[config.mk]
export PLATFORM = sky130hd
export DESIGN_NAME = pc_fetch_unit_flat
export DESIGN_NICKNAME = d
export VERILOG_FILES = /design/src/rtl/pc_fetch_unit_if.sv /design/src/rtl/pc_fetch_unit.sv /design/src/flat_wrapper.sv
export SDC_FILE = /design/constraint.sdc
export NUM_CORES = 1
export LEC_CHECK = 0
export ABC_AREA = 0
export CORE_MARGIN = 8
export CORE_UTILIZATION = 41
export CTS_BUF_LIST = sky130_fd_sc_hd__clkbuf_8
export CTS_CLUSTER_DIAMETER = 120
export CTS_CLUSTER_SIZE = 20
export DETAILED_ROUTE_END_ITERATION = 6
export PLACE_DENSITY = 0.79
export RECOVER_POWER = 50
export REMOVE_ABC_BUFFERS = 1
export SETUP_SLACK_MARGIN = 0.02
export SLEW_MARGIN = 20
export SYNTH_ARGS = -nofsm -noshare
export SYNTH_HDL_FRONTEND = slang
export SYNTH_SLANG_ARGS = --single-unit
[constraint.sdc]
create_clock -name clk -period 2.61 [get_ports clk]
set_input_delay 0.522 -clock clk [delete_from_list [all_inputs] [get_ports clk]]
set_output_delay 0.522 -clock clk [all_outputs]
set_load 0.03 [all_outputs]
[src/rtl/pc_fetch_unit_if.sv]
// Instruction-memory fetch channel: request/address out, ready/data back.
interface pc_fetch_unit_if #(
  parameter int unsigned ADDR_W = 16
) ();
  logic              imem_req;
  logic [ADDR_W-1:0] imem_addr;
  logic              imem_ready;
  logic [15:0]       imem_rdata;

  modport master (output imem_req, output imem_addr, input imem_ready, input imem_rdata);
  modport slave  (input imem_req, input imem_addr, output imem_ready, output imem_rdata);
endinterface

[src/rtl/pc_fetch_unit.sv]
// PC holder and instruction fetcher: FETCH/EXEC/HALT sequencing, presents each
// instruction for one EXEC cycle and resolves the next PC from decoder controls and flags.
module pc_fetch_unit #(
  parameter int unsigned            ADDR_W   = 16,
  parameter logic [ADDR_W-1:0]      RESET_PC = '0
) (
  input  logic              clk,
  input  logic              rst,
  pc_fetch_unit_if.master   imem,
  output logic [15:0]       instr_out,
  output logic              instr_valid,
  output logic [ADDR_W-1:0] pc_plus2,
  input  logic [1:0]        pc_source,
  input  logic              hlt,
  input  logic [2:0]        cond,
  input  logic [8:0]        br_offset,
  input  logic [ADDR_W-1:0] br_target,
  input  logic              flag_z,
  input  logic              flag_v,
  input  logic              flag_n,
  output logic              halted
);

  typedef enum logic [1:0] {FETCH, EXEC, HALT} state_t;

  state_t            state_q, state_d;
  logic [ADDR_W-1:0] pc_q, pc_d;
  logic [15:0]       instr_q, instr_d;
  logic              taken;
  logic [ADDR_W-1:0] seq_pc;
  logic [ADDR_W-1:0] rel_pc;
  logic [ADDR_W-1:0] reg_pc;
  logic [ADDR_W-1:0] next_pc;

  always_ff @(posedge clk) begin
    if (rst) begin
      state_q <= FETCH;
      pc_q    <= RESET_PC;
      instr_q <= '0;
    end else begin
      state_q <= state_d;
      pc_q    <= pc_d;
      instr_q <= instr_d;
    end
  end

  // Branch condition evaluation against the flags register
  always_comb begin
    taken = 1'b0;
    case (cond)
      3'b000:  taken = !flag_z;
      3'b001:  taken = flag_z;
      3'b010:  taken = !flag_z && !flag_n;
      3'b011:  taken = flag_n;
      3'b100:  taken = flag_z || (!flag_z && !flag_n);
      3'b101:  taken = flag_n || flag_z;
      3'b110:  taken = flag_v;
      default: taken = 1'b1;
    endcase
  end

  // Word offset is sign-extended and scaled to bytes; register targets are forced even
  assign seq_pc = pc_q + ADDR_W'(2);
  assign rel_pc = seq_pc + {{(ADDR_W-10){br_offset[8]}}, br_offset, 1'b0};
  assign reg_pc = br_target & ~ADDR_W'(1);

  always_comb begin
    next_pc = seq_pc;
    if (pc_source == 2'b11 && taken) next_pc = rel_pc;
    if (pc_source == 2'b01 && taken) next_pc = reg_pc;
  end

  always_comb begin
    state_d = state_q;
    pc_d    = pc_q;
    instr_d = instr_q;
    case (state_q)
      FETCH: begin
        if (imem.imem_ready) begin
          instr_d = imem.imem_rdata;
          state_d = EXEC;
        end
      end
      EXEC: begin
        if (hlt) begin
          state_d = HALT;
        end else begin
          pc_d    = next_pc;
          state_d = FETCH;
        end
      end
      HALT:    state_d = HALT;
      default: state_d = FETCH;
    endcase
  end

  assign imem.imem_req  = (state_q == FETCH) && !rst;
  assign imem.imem_addr = pc_q;
  assign instr_out      = instr_q;
  assign instr_valid    = (state_q == EXEC);
  assign halted         = (state_q == HALT);
  assign pc_plus2       = seq_pc;

endmodule

[src/flat_wrapper.sv]
// flat-port wrapper written by rule: the top's interface ports become plain ports
module pc_fetch_unit_flat 
#(
  parameter int unsigned            ADDR_W   = 16,
  parameter logic [ADDR_W-1:0]      RESET_PC = '0
)
  (clk, rst, instr_out, instr_valid, pc_plus2, pc_source, hlt, cond, br_offset, br_target, flag_z, flag_v, flag_n, halted, imem_imem_req, imem_imem_addr, imem_imem_ready, imem_imem_rdata);
  pc_fetch_unit_if #(.ADDR_W(ADDR_W)) imem_i ();
  input  logic clk;
  input  logic rst;
  output logic [15:0] instr_out;
  output logic instr_valid;
  output logic [ADDR_W-1:0] pc_plus2;
  input  logic [1:0] pc_source;
  input  logic hlt;
  input  logic [2:0] cond;
  input  logic [8:0] br_offset;
  input  logic [ADDR_W-1:0] br_target;
  input  logic flag_z;
  input  logic flag_v;
  input  logic flag_n;
  output logic halted;
  output wire logic [$bits(imem_i.imem_req)-1:0] imem_imem_req;
  output wire logic [$bits(imem_i.imem_addr)-1:0] imem_imem_addr;
  input wire logic [$bits(imem_i.imem_ready)-1:0] imem_imem_ready;
  input wire logic [$bits(imem_i.imem_rdata)-1:0] imem_imem_rdata;
  assign imem_imem_req = imem_i.imem_req;
  assign imem_imem_addr = imem_i.imem_addr;
  assign imem_i.imem_ready = imem_imem_ready;
  assign imem_i.imem_rdata = imem_imem_rdata;
  pc_fetch_unit #(.ADDR_W(ADDR_W), .RESET_PC(RESET_PC)) u_core (.clk(clk), .rst(rst), .imem(imem_i), .instr_out(instr_out), .instr_valid(instr_valid), .pc_plus2(pc_plus2), .pc_source(pc_source), .hlt(hlt), .cond(cond), .br_offset(br_offset), .br_target(br_target), .flag_z(flag_z), .flag_v(flag_v), .flag_n(flag_n), .halted(halted));
endmodule
==> results of run 1 <==
==> timing repair <==
item,in CTS,in global routing
endpoints found under the setup margin,11,13
gates resized for setup,38,38
pin swaps,20,17
buffers inserted,5,6
==> path summary, 6_finish.rpt <==
path                            start                   endpoint  slack (ns)  cells past startpoint
max          u_core.imem.imem_addr[1]  u_core.imem.imem_addr[14]       -0.02                     11
min              u_core.instr_out[10]       u_core.instr_out[10]        0.45                      2
max reg2reg  u_core.imem.imem_addr[1]  u_core.imem.imem_addr[14]       -0.02                     11
min reg2reg      u_core.instr_out[10]       u_core.instr_out[10]        0.45                      2
==> sequential cells by signal (all words and copies together) (netlist names) <==
name,cells
u_core.imem.imem_addr,15
u_core.state_q,2
u_core.instr_out,16
==> cells in the mapped netlist, types with 2 or more instances <==
| master | number |
|---|---|
| sky130_fd_sc_hd__a211oi_1 | 5 |
| sky130_fd_sc_hd__a21boi_0 | 3 |
| sky130_fd_sc_hd__a21o_1 | 4 |
| sky130_fd_sc_hd__a21oi_1 | 34 |
| sky130_fd_sc_hd__a311oi_1 | 3 |
| sky130_fd_sc_hd__a31oi_1 | 5 |
| sky130_fd_sc_hd__and2_1 | 4 |
| sky130_fd_sc_hd__and3_1 | 5 |
| sky130_fd_sc_hd__and3_2 | 2 |
| sky130_fd_sc_hd__buf_4 | 3 |
| sky130_fd_sc_hd__buf_6 | 2 |
| sky130_fd_sc_hd__clkbuf_1 | 8 |
| sky130_fd_sc_hd__clkbuf_8 | 3 |
| sky130_fd_sc_hd__dfxtp_1 | 33 |
| sky130_fd_sc_hd__ha_1 | 18 |
| sky130_fd_sc_hd__inv_1 | 9 |
| sky130_fd_sc_hd__mux2i_1 | 5 |
| sky130_fd_sc_hd__nand2_1 | 50 |
| sky130_fd_sc_hd__nand2b_1 | 2 |
| sky130_fd_sc_hd__nand3_1 | 7 |
| sky130_fd_sc_hd__nand4_1 | 4 |
| sky130_fd_sc_hd__nor2_1 | 27 |
| sky130_fd_sc_hd__nor2b_1 | 5 |
| sky130_fd_sc_hd__nor3_1 | 9 |
| sky130_fd_sc_hd__nor4_2 | 2 |
| sky130_fd_sc_hd__nor4b_1 | 3 |
| sky130_fd_sc_hd__o211ai_1 | 4 |
| sky130_fd_sc_hd__o21a_1 | 2 |
| sky130_fd_sc_hd__o21ai_0 | 16 |
| sky130_fd_sc_hd__o21ai_1 | 4 |
| sky130_fd_sc_hd__o21bai_1 | 2 |
| sky130_fd_sc_hd__o22ai_1 | 4 |
| sky130_fd_sc_hd__o32ai_1 | 3 |
| sky130_fd_sc_hd__or2_2 | 2 |
| sky130_fd_sc_hd__or3_1 | 3 |
| sky130_fd_sc_hd__or4_1 | 2 |
| sky130_fd_sc_hd__xnor2_1 | 13 |
| sky130_fd_sc_hd__xor2_1 | 7 |
==> final cells by class <==
cell class,instances,area share
clock buffers,6,0.0179
well taps,77,0.0209
flip-flops and latches,33,0.146
clock inverters,1,0.000814
multi-input cells,281,0.454
repair buffers,181,0.352
inverters,10,0.00814
==> power by group through the flow <==
stage	clock, mW	sequential (mW)	combinational (mW)
floorplan	0	0.603	0.205
global placement	0	0.554	0.517
detailed placement	0	0.555	0.528
CTS	0.388	0.545	0.544
global route	0.414	0.548	0.616
finish	0.380	0.546	0.577
==> worst max-delay path, stage by stage, from the launching register on <==
cell,delay (ns)
sky130_fd_sc_hd__dfxtp_4,0.37
sky130_fd_sc_hd__ha_4,0.14
sky130_fd_sc_hd__buf_6,0.11
sky130_fd_sc_hd__nand4_1,0.16
sky130_fd_sc_hd__xnor2_2,0.20
sky130_fd_sc_hd__ha_1,0.32
sky130_fd_sc_hd__buf_6,0.14
sky130_fd_sc_hd__a2111o_1,0.41
sky130_fd_sc_hd__o211ai_1,0.24
sky130_fd_sc_hd__a21oi_1,0.12
sky130_fd_sc_hd__xnor2_1,0.19
sky130_fd_sc_hd__o32ai_1,0.10
==> routing by layer <==
metal	global-route usage	routed length [um]	vias up
met5	0	0	-
met3	0.0421	596	21
met4	0.0666	160	0
li1	-	-	1570
met2	0.361	5030	102
met1	0.233	3960	1529
==> cells by family (layout without fill, tap and decap cells) <==
group | Yosys count | after routing | synth area share
AOI/OAI and AO/OA | 101 | 101 | 0.247
and+or+nand+nor | 134 | 134 | 0.257
other | 1 | 2 | 0.00144
muxes | 5 | 5 | 0.0192
DFF | 33 | 33 | 0.254
buffers and inverters | 27 | 198 | 0.0610
xor gates and xnor gates | 20 | 20 | 0.0673
adders and majority gates | 19 | 19 | 0.0942
==> flow_summary.toml, run 1 <==
[synth]
postSynthAreaPerCell_um2 = 7.66
async_flop_share = 0
yosysTopAreaCellShare = 0.254
post_synthesis_cell_area_mm2 = 0.00260
yosysWarningCount = 0
syn_inst = 340
post-synth-top-area-cell = "sky130_fd_sc_hd__dfxtp_1"
synth_enable_flop_cells = 0
synth.distinct_cells = 61
synth.top_cells.by_area = "sky130_fd_sc_hd__dfxtp_1, sky130_fd_sc_hd__ha_1, sky130_fd_sc_hd__nand2_1, sky130_fd_sc_hd__a21oi_1, sky130_fd_sc_hd__xnor2_1"
yosysSeqAreaShare = 0.254
seq_cells_post_synth = 33
synth_top_flop_cell = "sky130_fd_sc_hd__dfxtp_1"

[pwr]
switch_pwr_uw = 487
leakagePower_nw = 1.99
fin_total_pwr_mw = 1.50
vdd_drop_max_mv = 0.391
clock_power_share = 0.253
power_switching_share = 0.324
powerDensity_mw_per_mm2 = 326
cellInternalPower_mw = 1.02
share_seq_of_total_power = 0.363
combinationalPowerShare = 0.384

[floorplan]
core-area_mm2 = 0.00624
starting_utilization_of_the_core_area = 0.417
die-width_um = 95.7
top_level_ports = 104
dieHeight_um = 95.7
die_area_mm2 = 0.00916
num_rows = 29

[setup_path]
critPathArrivalTime_ns = 2.78
critical_path_class = "flop to flop"
critPathLaunchType = "flop"
cp_capture_type = "flop"
worst-endpoint-required_ns = 2.76
path_max_fanout = 4

[place]
portBuffers = 100
placement.cell_area_mm2 = 0.00409
placed_cells_incl_taps = 571
detailed_place_hpwl_um = 7110
gp_routability_congestion = 0.909
worst_slack_at_placement_ns = -0.288

[finish]
layout.cell_area.non_filler_mm2 = 0.00461
mostFrequentLayoutCells = "sky130_fd_sc_hd__clkdlybuf4s50_1, sky130_fd_sc_hd__buf_4, sky130_fd_sc_hd__nand2_1"
fin_util = 0.739
final_nets = 584
area.growth.synth_to_final_pct = 77.0
multi_input_comb_area_mm2 = 0.00209
area.sequential_um2 = 674
share_of_post_route_cells_with_drive_strength_above_1 = 0.293
diodes = 0
layout.cells.most_common = "sky130_fd_sc_hd__clkdlybuf4s50_1"
layout.filler_cells = 456
instances_no_fill = 589

[timing]
setup_ws_final_ns = -0.0193
final_setup_fails = 3
report.final.hold_viol_count = 0
layout_min_cycle_time_ns = 2.63
achievable-frequency_mhz = 380
tns_ns = -0.0315
worstMarginPinSlew_ns = 0.706
timing.max_slew.rel_slack = 0.529
post-route-period-util = 1.01
post_route_hold_slack_ns = 0.451
finalClockSkew_ns = 0.00502
grt_setup_unrepaired = "yes"
report.final.slew_viol_count = 0

[route]
wl_um = 9750
drcViolationCount = 0
total_via_count_in_the_routed_design = 3222
drtPass1Iterations = 4
post_drt_via_cell_ratio = 5.47
route.detailed.wl_per_inst_um = 16.6
drtIter0Drc = 153
postRouteAntennaNets = 0

[outcome]
violations = "negative setup slack"
outcome = "complete, but fails checks"

[clock_tree]
tritoncts = "done"
postCtsHoldBufs = 0
worst_setup_hold_path_clk_slew_ns = 0.07
cts-buffers-inserted = 5
htree_num_levels = 2
clock_path_buffers = 2
clock_sinks = 33
clk_root_buffer_cell = "sky130_fd_sc_hd__clkbuf_8"
clkLatencyLatePin_ns = 0.28

[run]
timing.max_cap.violations = 0

[grt]
globalRouteTotalUtil = 0.202
globalRouteOverflowTotal = 0
number_of_antenna_violations_at_the_first_check_in_global_routing = 0
grt_start_max_net_pins = 35
first_pass_grt_wire_length_um = 14900
grt_pass1_vias = 3279

[hold_path]
worst_hold_path_type = "flop to flop"
No activity file was read; power rests on OpenSTA's default activity.
==> inputs of run 2 (changes only) <==
CTS_CLUSTER_DIAMETER = 60   (was 120)
==> results of run 2 <==
Final layout, timing and power as in run 1 (identical DEF).
